<file path="config.mk">
export PLATFORM = sky130hd
export DESIGN_NAME = range_stats_flat
export DESIGN_NICKNAME = d
export VERILOG_FILES = /design/src/rtl/range_stats_if.sv /design/src/rtl/range_stats.sv /design/src/flat_wrapper.sv
export SDC_FILE = /design/constraint.sdc
export NUM_CORES = 1
export LEC_CHECK = 0
export CORE_MARGIN = 8
export CORE_UTILIZATION = 45
export CTS_CLUSTER_SIZE = 28
export DETAILED_ROUTE_END_ITERATION = 16
export PLACE_DENSITY = 0.66
export SETUP_SLACK_MARGIN = 0.1
export SLEW_MARGIN = 15
export SYNTH_ARGS = -nofsm -noshare
export SYNTH_HDL_FRONTEND = slang
export SYNTH_SLANG_ARGS = --single-unit
</file>
<file path="constraint.sdc">
create_clock -name clock -period 8 [get_ports clock]
set_clock_uncertainty 0.05 [all_clocks]
set_input_delay 1.6 -clock clock [delete_from_list [all_inputs] [get_ports clock]]
set_output_delay 1.6 -clock clock [all_outputs]
set_load 0.1 [all_outputs]
</file>
<file path="src/rtl/range_stats_if.sv">
// Sample/result bundle for range_stats. The count signal exists only when
// RANGE_STATS_COUNT_EN is defined; state_dbg exposes the FSM state.
interface range_stats_if #(
  parameter int WIDTH = 8,
  parameter int CNT_W = 16
);
  logic [WIDTH-1:0] data_in;
  logic             go;
  logic             finish;
  logic [1:0]       mode;
  logic [WIDTH-1:0] result;
  logic             valid;
  logic             busy;
  logic             debug_error;
  logic [1:0]       state_dbg;
`ifdef RANGE_STATS_COUNT_EN
  logic [CNT_W-1:0] count;
`endif

  // Sequence framing: go marks the first sample, finish the last; valid is a
  // one-cycle pulse with result (and count) stable until the next pulse.
  modport master (
    output data_in, go, finish, mode,
    input  result, valid, busy, debug_error, state_dbg
`ifdef RANGE_STATS_COUNT_EN
    , input count
`endif
  );

  modport slave (
    input  data_in, go, finish, mode,
    output result, valid, busy, debug_error, state_dbg
`ifdef RANGE_STATS_COUNT_EN
    , output count
`endif
  );
endinterface

</file>
<file path="src/rtl/range_stats.sv">
// Streaming min/max tracker reporting range, max, min or midpoint per sequence.
// Optional sample counter compiled in with RANGE_STATS_COUNT_EN.
module range_stats #(
  parameter int WIDTH = 8,
  parameter int CNT_W = 16
) (
  input logic         clock,
  input logic         reset,
  range_stats_if.slave bus
);
  typedef enum logic [1:0] {
    IDLE  = 2'd0,
    RUN   = 2'd1,
    ERROR = 2'd2
  } state_t;

  generate
    if (WIDTH < 2 || CNT_W < 1) begin : g_bad_param
      $error("range_stats: WIDTH must be >= 2 and CNT_W >= 1");
    end
  endgenerate

  state_t           state;
  logic [WIDTH-1:0] min_r;
  logic [WIDTH-1:0] max_r;
  logic [1:0]       mode_r;
  logic [WIDTH-1:0] result_r;
  logic             valid_r;
  logic             error_r;

  logic [WIDTH-1:0] nxt_min;
  logic [WIDTH-1:0] nxt_max;
  logic [WIDTH:0]   mid_sum;
  logic [WIDTH-1:0] sel;

  // Final statistics include the sample presented alongside finish.
  always_comb begin
    nxt_max = (bus.data_in > max_r) ? bus.data_in : max_r;
    nxt_min = (bus.data_in < min_r) ? bus.data_in : min_r;
    mid_sum = {1'b0, nxt_max} + {1'b0, nxt_min};
    sel     = nxt_max - nxt_min;
    case (mode_r)
      2'b01:   sel = nxt_max;
      2'b10:   sel = nxt_min;
      2'b11:   sel = mid_sum[WIDTH:1];
      default: sel = nxt_max - nxt_min;
    endcase
  end

`ifdef RANGE_STATS_COUNT_EN
  logic [CNT_W-1:0] cnt_r;
  logic [CNT_W-1:0] count_r;
  logic [CNT_W-1:0] cnt_nxt;
  assign cnt_nxt   = (cnt_r == {CNT_W{1'b1}}) ? cnt_r : cnt_r + 1'b1;
  assign bus.count = count_r;
`endif

  always_ff @(posedge clock or negedge reset) begin
    if (!reset) begin
      state    <= IDLE;
      min_r    <= '0;
      max_r    <= '0;
      mode_r   <= 2'b00;
      result_r <= '0;
      valid_r  <= 1'b0;
      error_r  <= 1'b0;
`ifdef RANGE_STATS_COUNT_EN
      cnt_r    <= '0;
      count_r  <= '0;
`endif
    end else begin
      valid_r <= 1'b0;
      case (state)
        IDLE, ERROR: begin
          if (bus.finish) begin
            state   <= ERROR;
            error_r <= 1'b1;
          end else if (bus.go) begin
            state   <= RUN;
            error_r <= 1'b0;
            min_r   <= bus.data_in;
            max_r   <= bus.data_in;
            mode_r  <= bus.mode;
`ifdef RANGE_STATS_COUNT_EN
            cnt_r   <= {{(CNT_W-1){1'b0}}, 1'b1};
`endif
          end
        end
        RUN: begin
          if (bus.go) begin
            state   <= ERROR;
            error_r <= 1'b1;
          end else if (bus.finish) begin
            state    <= IDLE;
            result_r <= sel;
            valid_r  <= 1'b1;
`ifdef RANGE_STATS_COUNT_EN
            count_r  <= cnt_nxt;
`endif
          end else begin
            min_r <= nxt_min;
            max_r <= nxt_max;
`ifdef RANGE_STATS_COUNT_EN
            cnt_r <= cnt_nxt;
`endif
          end
        end
        default: state <= IDLE;
      endcase
    end
  end

  assign bus.result      = result_r;
  assign bus.valid       = valid_r;
  assign bus.busy        = (state == RUN);
  assign bus.debug_error = error_r;
  assign bus.state_dbg   = state;
endmodule

</file>
<file path="src/flat_wrapper.sv">
// flat-port wrapper written by rule: the top's interface ports become plain ports
module range_stats_flat 
#(
  parameter int WIDTH = 8,
  parameter int CNT_W = 16
)
  (clock, reset, bus_data_in, bus_go, bus_finish, bus_mode, bus_result, bus_valid, bus_busy, bus_debug_error, bus_state_dbg);
  range_stats_if #(.WIDTH(WIDTH), .CNT_W(CNT_W)) bus_i ();
  input logic clock;
  input logic reset;
  input wire logic [$bits(bus_i.data_in)-1:0] bus_data_in;
  input wire logic [$bits(bus_i.go)-1:0] bus_go;
  input wire logic [$bits(bus_i.finish)-1:0] bus_finish;
  input wire logic [$bits(bus_i.mode)-1:0] bus_mode;
  output wire logic [$bits(bus_i.result)-1:0] bus_result;
  output wire logic [$bits(bus_i.valid)-1:0] bus_valid;
  output wire logic [$bits(bus_i.busy)-1:0] bus_busy;
  output wire logic [$bits(bus_i.debug_error)-1:0] bus_debug_error;
  output wire logic [$bits(bus_i.state_dbg)-1:0] bus_state_dbg;
  assign bus_i.data_in = bus_data_in;
  assign bus_i.go = bus_go;
  assign bus_i.finish = bus_finish;
  assign bus_i.mode = bus_mode;
  assign bus_result = bus_i.result;
  assign bus_valid = bus_i.valid;
  assign bus_busy = bus_i.busy;
  assign bus_debug_error = bus_i.debug_error;
  assign bus_state_dbg = bus_i.state_dbg;
  range_stats #(.WIDTH(WIDTH), .CNT_W(CNT_W)) u_core (.clock(clock), .reset(reset), .bus(bus_i));
endmodule
</file>
---- After elaboration in Yosys (flattened, before gate mapping) ----
Index checks and enable logic that the tools add are counted.
operators by class
  add/sub/neg operators ................... 2
  eq/ne operators ......................... 12
  bitwise gates (word level) .............. 2
  $lt $le $gt $ge ......................... 2
  multipliers ............................. 0
  multiplexer cells ....................... 23
  reductions and logical operators ........ 8
  shift operators ......................... 0
  div/mod/pow operators ................... 0
operator list
  cell                                                 count
  2-to-1 mux 8 bit                                     8
  one-hot mux 8 bit (2 select lines)                   2
  one-hot mux 8 bit (3 select lines)                   1
  inequality test 2 bit, second input constant         5
  adder 8 x 8 -> 9 bit                                 1
  AND reduction 3 bit                                  3
  > comparator 8 bit                                   1
  < comparator 8 bit                                   1
  2-to-1 mux 2 bit                                     4
  subtractor 8 bit                                     1
  equality test 2 bit, second input constant           3
  2-to-1 mux 1 bit                                     6
  inequality test 3 bit, second input constant         2
  AND reduction 5 bit                                  1
  equality test 2 x 1 -> 1 bit, second input constant  2
  one-hot mux 2 bit (2 select lines)                   1
  zero test 2 bit                                      1
  NOT 1 bit                                            2
  one-hot mux 1 bit (2 select lines)                   1
  AND reduction 2 bit                                  1
  nonzero test 2 bit                                   1
  OR reduction 2 bit                                   1
word-level totals
  latch bits .............................. 0
  output and inout port bits .............. 13
  bits in registers ....................... 30
  RAM bits ................................ 0
  ROM bits ................................ 0
  memories ................................ 0

---- Logic depth before layout (Yosys ltp) ----
  depth in word-level cells ............... 5
  gate-level depth with buffers ........... 18
  mapped depth without buffers ............ 17

---- Least setup slack after synthesis ----
Ideal clock, no wire load.
  kind .................................... input to register
  start ................................... input port bus_data_in[5]
  end ..................................... register u_core.result_r[6], in the netlist u_core.bus.result[6]
  arrival ................................. 4.712 ns
  slack ................................... 3.108 ns
  required time ........................... 7.821 ns
  library setup time ...................... 0.129 ns
  cell stages on the path ................. 15
  path buffers ............................ 1
  path through ............................ ha_1 -> a211oi_1 -> o211ai_1 -> and2_1 -> clkbuf_1 -> nand2_1 -> mux2i_1 -> inv_1 -> ha_1 -> a211oi_1 -> o21bai_1 -> o22ai_1 -> xnor2_1 -> and2_1 -> o41a_1
between the ends
  cells in the longest elaborated chain, start to end .. 4
  elaborated cells on any way between the ends .. 7
RTL lines
  what                                                      RTL line                              source
  from (decl)                                               flat_wrapper.sv:11                    input wire logic [$bits(bus_i.data_in)-1:0] bus_data_in;
  > comparator 8 bit or < comparator 8 bit (tied branches)  range_stats.sv:38, range_stats.sv:39
  2-to-1 mux 8 bit (on tied branches)                       range_stats.sv:38, range_stats.sv:39
  subtractor 8 bit or adder 8 x 8 -> 9 bit (tied branches)  n/a
  one-hot mux 8 bit (3 select lines) (*)                    range_stats.sv:42                     case (mode_r)
  to (signal assigned)                                      range_stats.sv:95                     result_r <= sel;
  to (decl)                                                 range_stats.sv:27                     logic [WIDTH-1:0] result_r;
Every way passes the cells marked *; elsewhere a longest branch is shown, timed or not.
A chain may end at the register's enable or synchronous reset.

---- Worst setup path in the final report ----
Ends and elaborated chain as after synthesis.

==> flow_summary.yaml <==
sta:
  min_period_over_period_pct: 69.7
  max_freq_mhz: 179
  tns_ns: 0
  worstMarginPinSlew_ns: 0.979
  period_needed_ns: 5.58
  finalSetupViolCount: 0
  setup_slack_ns: 2.42
  slew_headroom_pct: 34.5
  final_max_slew_viol_count: 0
  rsz0062_at_grt: "no"
  hold_viol: 0
worst_setup_path:
  cp-startpoint: "bus_data_in[5]"
  critPathArrivalTime_ns: 5.69
  criticalPathCategory: "input port to flip-flop"
  required_ns: 8.12
  crit_path_max_fanout: 8
  crit_path_end_kind: "flip-flop"
  r2r_start: "u_core.max_r[5]"
  worst_setup_path_start_kind: "input port"
placement:
  dp_hpwl_mm: 5.17
  place_congestion: 0.912
  dp_slack_ns: 2.20
  io_buffers: 26
synth:
  synth_nets: 341
  netlist.area_leader.share_pct: 28.2
  synthCells: 295
  yosys-top-cells-area: "dfrtp_1, ha_1, mux2_2, inv_1, a21oi_1"
  synth-warning-count: 0
  ys_ff_latch: 30
  synth_top_cell_by_area: "dfrtp_1"
  synth_area_um2: 2670
  async_flop_share_pct: 100
  synthFlopType: "dfrtp_1"
  yosysSeqAreaShare_pct: 28.2
  synth_cell_type_count: 52
  avgSynthCellArea_um2: 9.04
  synth_edf_count: 0
cts:
  cts.clk_slew.worst_paths_ns: 0.07
  cts_resized: 0
  clk_path_buf_depth: 2
  clock-sinks: 30
  worstSkewPairLatency_ns: 0.28
  htreeDepth: 2
  cts_root_buffer: "clkbuf_8"
  cts_tree: "built"
  numCtsBuffers: 5
  cts_hold_buf: 0
  post-cts-setup-buffer-count: 0
floorplanning:
  rows: 28
  core_region_area_um2: 5820
  die_w_um: 93.0
  io_pins: 27
  initial_utilization_pct: 45.8
  dieArea_um2: 8640
  fp.dieH_um: 93.0
hold_path:
  hp-start: "u_core.bus.result[5]"
  hp-class: "flip-flop to flip-flop"
detailed_routing:
  routed_wl_mm: 6.61
  vias: 2303
  viasPerCell: 5.76
  drc: 0
  antenna_left: 0
  drt_iter0_markers: 130
  wl_per_cell_um: 16.5
  first_pass_iters: 4
flow_run:
  cap_violations: 0
global_route:
  grt_pass1_vias: 2350
  grt_usage_pct: 15.9
  grt_max_degree: 31
  antenna_found_initial: 0
  grt_pass1_wl_mm: 11.2
  overflow: 0
power:
  leakage_nw: 1.39
  irDropWorstVdd_uv: 261
  power_density_nw_per_um2: 356
cells_and_area:
  num-nets-final: 370
  antenna_cells: 0
  drive_gt1_share_pct: 13.2
  area_growth_pct: 16.4
outcome:
  status: "finished clean"
power breakdown:
part,total (mW),switching (mW),internal (mW)
sequential,0.225,0.0332,0.192
combinational,0.748,0.465,0.283
clock,0.132,0.0625,0.0691
cell type report:
class | count | area, µm²
clock buffer | 6 | 82.6
clock inverter | 2 | 12.5
fill | 575 | 2710
inverter | 35 | 131
multi-input combinational | 225 | 1760
sequential | 30 | 751
tap | 75 | 93.8
timing repair buffer | 27 | 268
path summary, 6_finish.rpt:
path | to | slack [ns] | cells past startpoint
min in group asynchronous | u_core.min_r[6] | 1.66 | 2
max | u_core.bus.result[6] | 2.42 | 14
min | u_core.bus.result[5] | 0.43 | 2
max reg2reg | u_core.bus.result[6] | 3.92 | 14
max in group asynchronous | u_core.mode_r[0] | 5.97 | 2
min reg2reg | u_core.bus.result[5] | 0.43 | 2
cells in the mapped netlist, types with 3 or more instances:
cell / instances
a211oi_1: 3
a21o_1: 4
a21oi_1: 23
a31oi_1: 3
and2_1: 6
clkbuf_1: 4
dfrtp_1: 30
ha_1: 30
inv_1: 35
mux2_2: 26
mux2i_1: 3
nand2_1: 20
nand2b_1: 5
nand3_1: 5
nand4_1: 3
nor2_1: 16
nor2b_1: 5
nor3_1: 5
o211ai_1: 3
o21ai_0: 16
o21bai_1: 3
o31ai_1: 3
xnor2_1: 7
flip-flops by register name, summed over array words and instances, names as in the netlist:
name / flops
u_core.bus.result: 8
u_core.min_r: 8
u_core.bus.valid: 1
u_core.bus.state_dbg: 2
u_core.max_r: 8
u_core.bus.debug_error: 1
u_core.mode_r: 2
per-stage QoR:
stage | cells | instance area [µm²] | hold slack, ns | utilization (%) | power [mW]
global placement | 392 | 3010 | 0.421 | 51.7 | 0.956
finish | 400 | 3100 | 0.433 | 53.4 | 1.10
global route | 400 | 3100 | 0.448 | 53.4 | 1.18
CTS | 400 | 3100 | 0.441 | 53.4 | 1.10
floorplan | 295 | 2670 | 0.429 | - | 0.804
detailed placement | 392 | 3010 | 0.426 | 51.7 | 0.964
logic make-up after synthesis:
kind of cell / after synthesis / synth area share (%)
AOI/OAI and AO/OA: 82 / 21.6
DFF: 30 / 28.2
muxes: 30 / 12.7
buffers and inverters: 40 / 5.68
adders and majority gates: 32 / 15.6
xor gates and xnor gates: 8 / 2.63
and+or+nand+nor: 73 / 13.7
layer usage:
metal	share of wire (%)	GRT usage, %	vias to the layer above
met3	5.4	3.77	13
met5	0	0	-
met1	46	19.7	1106
li1	-	-	1118
met2	47	27.5	66
met4	1.5	2.82	0
cell usage in the layout (no fill, tap or decap), types with 2 or more instances in the layout:
cell type / Yosys / final
and2_1: 6 / 6
nand4_1: 3 / 3
a21oi_1: 23 / 23
dfrtp_1: 30 / 30
o21bai_1: 3 / 3
or2_2: 2 / 2
nand2b_1: 5 / 5
inv_1: 35 / 35
clkbuf_8: 0 / 6
a311oi_1: 2 / 2
o211ai_1: 3 / 3
o22ai_1: 2 / 2
mux2i_1: 3 / 3
o31ai_1: 3 / 3
a211oi_1: 3 / 3
nor2_1: 16 / 16
clkdlybuf4s50_1: 0 / 26
nor2b_1: 5 / 5
o21a_1: 2 / 2
a21o_1: 4 / 4
nand3_1: 5 / 5
nand2_1: 20 / 20
a31o_2: 2 / 2
xnor2_1: 7 / 7
fa_1: 2 / 2
o21ai_0: 16 / 16
a31oi_1: 3 / 3
nor3_1: 5 / 5
ha_1: 30 / 30
mux2_2: 26 / 26
a22o_1: 2 / 2
o2111ai_1: 2 / 2
critical path, stage by stage:
cell and delay [ns]:
clkdlybuf4s50_1 0.52, ha_1 0.37, a211oi_1 0.41, o2111ai_1 0.41
nand2_1 0.30, mux2i_1 0.48, inv_1 0.14, ha_1 0.36
a211oi_1 0.24, o21bai_1 0.14, o22ai_1 0.18, xnor2_1 0.09
and2_1 0.15, o41a_1 0.30
No activity file was read; power rests on OpenSTA's default activity.
